### src/rtl/dmem_responder.sv
// dmem_responder: word-addressed data memory plus memory-mapped console TX
// FIFO and a free-running cycle counter, responding to a single-cycle core.
//
// Ports:
//   clk, reset        - single clock, synchronous active-high reset
//   MemWrite          - one-cycle write strobe from the core
//   ALUResult         - byte address (bits [1:0] ignored)
//   WriteData         - store data
//   read_data         - combinational load data (pre-edge state)
//   cons_data         - console byte at FIFO head
//   cons_valid        - FIFO non-empty
//   cons_ready        - console sink accepts cons_data this cycle
//
// Map: ALUResult[31]=0 -> RAM (aliased); 0x8000_0000 CONS_TX (reads 0);
//      0x8000_0004 CONS_STATUS {count[7:4], overflow, empty, full};
//      0x8000_0008 CYCLE (read-only); other high addresses unmapped.
module dmem_responder #(
  parameter int unsigned RAM_WORDS  = 64,
  parameter int unsigned FIFO_DEPTH = 4
) (
  input  logic        clk,
  input  logic        reset,
  input  logic        MemWrite,
  input  logic [31:0] ALUResult,
  input  logic [31:0] WriteData,
  output logic [31:0] read_data,
  output logic [7:0]  cons_data,
  output logic        cons_valid,
  input  logic        cons_ready
);

  localparam int unsigned AW = $clog2(RAM_WORDS);
  localparam int unsigned PW = $clog2(FIFO_DEPTH);
  localparam int unsigned CW = PW + 1;

  localparam logic [31:0] ADDR_TX     = 32'h8000_0000;
  localparam logic [31:0] ADDR_STATUS = 32'h8000_0004;
  localparam logic [31:0] ADDR_CYCLE  = 32'h8000_0008;

  logic [31:0]   ram_q  [RAM_WORDS];
  logic [7:0]    fifo_q [FIFO_DEPTH];

  logic [PW-1:0] wr_ptr_q, wr_ptr_d;
  logic [PW-1:0] rd_ptr_q, rd_ptr_d;
  logic [CW-1:0] count_q,  count_d;
  logic          ovf_q,    ovf_d;
  logic [31:0]   cycle_q,  cycle_d;

  logic [31:0]   word_addr;
  logic [AW-1:0] ram_idx;
  logic          sel_ram, sel_tx, sel_status, sel_cycle;
  logic          full, empty, pop, tx_wr, push, ovf_set;
  logic          unused_addr_bits;

  assign unused_addr_bits = ^ALUResult[1:0];

  always_comb begin
    word_addr  = {ALUResult[31:2], 2'b00};
    ram_idx    = ALUResult[AW+1:2];
    sel_ram    = ~ALUResult[31];
    sel_tx     = (word_addr == ADDR_TX);
    sel_status = (word_addr == ADDR_STATUS);
    sel_cycle  = (word_addr == ADDR_CYCLE);
  end

  // A write to a full FIFO is still accepted when the head leaves in the
  // same cycle, so the slot freed by the pop is reused.
  always_comb begin
    full    = (count_q == CW'(FIFO_DEPTH));
    empty   = (count_q == '0);
    pop     = ~empty & cons_ready;
    tx_wr   = MemWrite & sel_tx;
    push    = tx_wr & (~full | pop);
    ovf_set = tx_wr & full & ~pop;

    wr_ptr_d = push ? wr_ptr_q + PW'(1) : wr_ptr_q;
    rd_ptr_d = pop  ? rd_ptr_q + PW'(1) : rd_ptr_q;

    count_d = count_q;
    case ({push, pop})
      2'b10:   count_d = count_q + CW'(1);
      2'b01:   count_d = count_q - CW'(1);
      default: count_d = count_q;
    endcase

    // Set wins over clear if both land in one cycle.
    ovf_d = ovf_q;
    if (MemWrite && sel_status) ovf_d = 1'b0;
    if (ovf_set)                ovf_d = 1'b1;

    cycle_d = cycle_q + 32'd1;
  end

  always_ff @(posedge clk) begin
    if (MemWrite && sel_ram) ram_q[ram_idx] <= WriteData;
  end

  always_ff @(posedge clk) begin
    if (push) fifo_q[wr_ptr_q] <= WriteData[7:0];
  end

  always_ff @(posedge clk) begin
    if (reset) begin
      wr_ptr_q <= '0;
      rd_ptr_q <= '0;
      count_q  <= '0;
      ovf_q    <= 1'b0;
      cycle_q  <= '0;
    end else begin
      wr_ptr_q <= wr_ptr_d;
      rd_ptr_q <= rd_ptr_d;
      count_q  <= count_d;
      ovf_q    <= ovf_d;
      cycle_q  <= cycle_d;
    end
  end

  always_comb begin
    read_data = '0;
    if (sel_ram) begin
      read_data = ram_q[ram_idx];
    end else if (sel_status) begin
      read_data[7:4] = 4'(count_q);
      read_data[2]   = ovf_q;
      read_data[1]   = empty;
      read_data[0]   = full;
    end else if (sel_cycle) begin
      read_data = cycle_q;
    end
  end

  assign cons_data  = fifo_q[rd_ptr_q];
  assign cons_valid = ~empty;

endmodule

### config.mk
export PLATFORM = sky130hd
export DESIGN_NAME = dmem_responder
export DESIGN_NICKNAME = d
export VERILOG_FILES = /design/src/rtl/dmem_responder.sv
export SDC_FILE = /design/constraint.sdc
export NUM_CORES = 2
export LEC_CHECK = 0
export CORE_ASPECT_RATIO = 1.4
export CORE_MARGIN = 4
export CORE_UTILIZATION = 45
export CTS_CLUSTER_DIAMETER = 150
export DETAILED_ROUTE_END_ITERATION = 12
export DONT_BUFFER_PORTS = 1
export REMOVE_ABC_BUFFERS = 1
export SYNTH_ARGS = -nofsm -noshare
export SYNTH_HDL_FRONTEND = slang
export SYNTH_SLANG_ARGS = --single-unit
### constraint.sdc
create_clock -name clk -period 10 [get_ports clk]
set_clock_uncertainty 0.2 [all_clocks]
set_input_delay 1 -clock clk [delete_from_list [all_inputs] [get_ports clk]]
set_output_delay 1 -clock clk [all_outputs]
set_load 0.1 [all_outputs]
==> key figures <==
Placement
  – Placed cells: 5873
  – Placer Congestion: 0.774
  – PortBufs: 0
  – Pre-CTS setup slack: 4370 ps
  – DP HPWL: 101 mm

Clocking
  – Post-cts resize count: 0
  – CTS Hold Buffers Added: 3
  – Worst skew pair latency: 820 ps
  – CTS tree: done
  – Longest Clk Path Bufs: 3
  – Root Driver: clkbuf_16
  – Clock slew at reported path FFs: 60 ps
  – Post-CTS Setup Bufs: 0
  – CTS H-tree lvls: 4
  – CTS sink count: 2122
  – TritonCTS Buffers: 187

Pwr
  – Combinational power share: 3.9%
  – Leakage power: 27.7 nW
  – Internal power: 0.0139 W
  – Reg power frac: 56.3%
  – Switching power: 0.00351 W
  – PD cells: 192 mW/mm^2
  – Sw Ratio: 20.2%
  – Peak supply drop: 0.192 mV
  – Pwr Total: 0.0174 W
  – Clk network pwr share: 39.8%

Drt
  – Routed WL: 204 mm
  – Pre-Repair DR Iteration Count: 6
  – Average vias per placed instance: 6.07
  – DR vias: 37798
  – DRT antenna net count: 1
  – Wire per inst: 32.8 um
  – Drt drc: 0
  – Starting DRT DRC Count: 4028

Layout
  – Final core occ: 50.4%
  – Fill cells: 14036
  – Area of the multi-input gates: 0.0178 mm^2
  – FF+latch area: 0.0633 mm^2
  – P&R area growth vs syn: 11.3%
  – Layout cells sized above 1: 26.6%
  – Fin cells: 6228
  – Final Net Count: 3725

Critical path
  – Crit Path Max Fanout: 173
  – CP peak stage delay: 1050 ps
  – Cells along the critical path: buf_16 -> buf_16 -> mux4_2 -> mux4_2 -> a22oi_1 -> nand3_1
  – Worst setup path startpoint: ALUResult[2]
  – CP Capture Type: output pin
  – Worst path slowest cell: nand3_1
  – Critical Path RT: 8800 ps
  – Crit-path leading delay family: multiplexers
  – CP arrival: 5880 ps
  – Critical R2R Launch: count_q[0]
  – Nature of the critical path startpoint: input port
  – Worst reg2reg path endpoint: count_q[2]
  – R2R cell count: 8
  – FF-to-FF setup slack: 6920 ps
  – Buf+Inv Stages, Crit Path: 2
  – Crit path kind: in -> out

Floorplan
  – Total Die Area: 0.188 mm^2
  – Die width: 368 um
  – Starting Density: 45.3%
  – Std cell rows: 184
  – Io pins: 109
  – Core ar.: 0.180 mm^2
  – Die height: 511 um

Flow run
  – Maxcap violations: 0

GRT
  – Initial antenna violation count: 6
  – GRT Util Overall: 21.7%
  – Grt total ovfl: 0
  – Global-route wire length before repair: 289 mm
  – Pin count of the biggest net entering global routing: 543
  – Vias in the first global route: 38427

Timing
  – Period utilization: 70.8%
  – Minimum clock period: 7080 ps
  – Unrepaired setup endpoints after global routing: no
  – Endpoints failing setup: 0
  – Final Hold Vio Count: 0
  – Worst setup margin: 2920 ps
  – Final slew viol count: 463
  – Setup Total Neg Slack: 0 ps
  – Fmax: 0.141 GHz
  – Worst slew pin tran: 2410 ps
  – Slew margin rel.: -60.8%

Hold path
  – Worst Hold Depth: 1
  – Worst min path class: in -> reg
  – Hold path startpoint: reset

Yosys
  – Synth Flop Type: edfxtp_1
  – Synthesis warning total: 0
  – Syn Area/Cell: 22.9 um^2
  – Most frequent cells after synthesis: edfxtp_1, mux4_2, mux2i_1, nor2_1, nand2_1
  – Library cells used by synthesis: 52
  – Synth Register Bits: 2122
  – Mapped Area: 0.0815 mm^2
  – Top-count cell post-synth: edfxtp_1
  – Post-synth EDFFs: 2080
  – Post-Syn Instances: 3560
  – Ranking of synthesized cells by area: edfxtp_1, mux4_2, mux2i_1
  – Seq/Total Area, Yosys: 77.7%
  – Leading area contributor after synthesis: edfxtp_1
  – Post-synth top area share: 76.7%
  – Post-synth ARST share: 0%

Outcome
  – Status: complete, but fails checks
  – Failing checks: antenna rules, slew limit
how the worst max path moves through the flow:
| stage | cells past startpoint | endpoint |
|---|---|---|
| 2_1_floorplan | 5 | read_data[10] |
| 3_3_place_gp | 5 | read_data[2] |
| 3_5_place_dp | 4 | read_data[19] |
| 4_1_cts | 5 | read_data[2] |
| 5_1_grt | 7 | read_data[2] |
| 6_report | 6 | read_data[19] |
routing by layer:
metal	share of wire, %	track usage, %	vias to the layer above
met5	0	0	-
met4	2.9	6.52	0
met3	6.2	3.35	277
met2	51	36.7	1352
met1	40	29.2	20819
li1	-	-	15350
sequential cells by signal, summed over array words and instances (netlist names), named ones only:
register  cells
ram_q      2048
cycle_q      32
fifo_q       32
count_q       3
rd_ptr_q      2
wr_ptr_q      2
ovf_q         1
placed cells by master (no fill, tap or decap), drive strengths merged, types with 6 or more instances in the layout:
master / n
mux2: 31
o211ai: 18
edfxtp: 2080
or3: 7
a22oi: 48
xnor2: 18
nor2b: 7
nor2: 110
inv: 13
a21oi: 31
nand4: 16
nor4: 16
a32o: 6
nand3: 41
mux4: 557
and2: 6
a221oi: 14
and3: 9
buf: 88
mux2i: 138
nor3: 17
dfxtp: 42
bufinv: 10
clkinv: 74
xor2: 8
nand2: 70
diode: 10
clkbuf: 245
o22ai: 31
cell type report:
type | instances | share of cell area (%)
inverters | 8 | 0.0331
well taps | 2418 | 3.34
repair buffers | 91 | 0.850
clock buffers | 245 | 5.55
diodes | 10 | 0.0276
clock inverters | 93 | 0.824
flip-flops and latches | 2122 | 69.8
multi-input cells | 1241 | 19.6
power by group through the flow:
| stage | combinational (W) | sequential [W] | clock [W] |
|---|---|---|---|
| floorplan | 0.000452 | 0.00999 | 0 |
| global placement | 0.000591 | 0.00999 | 0 |
| detailed placement | 0.000594 | 0.00999 | 0 |
| CTS | 0.000597 | 0.00980 | 0.00705 |
| global route | 0.000693 | 0.00979 | 0.00742 |
| finish | 0.000679 | 0.00980 | 0.00693 |
cells by family after synthesis:
group,Yosys count,share of synthesized area [%]
compound gates,159,1.35
xor+xnor,26,0.279
fa+ha+maj,6,0.101
buf+inv,197,1.16
flops,2122,77.7
mux,726,17.5
simple gates,324,1.91
per-stage QoR:
stage	instance area (um^2)	hold slack, ps
global route	90700	29.2
finish	90700	73.4
global placement	84800	250
detailed placement	84800	272
CTS	90600	0.411
floorplan	80600	237
Power figures use the tool's default switching activity.
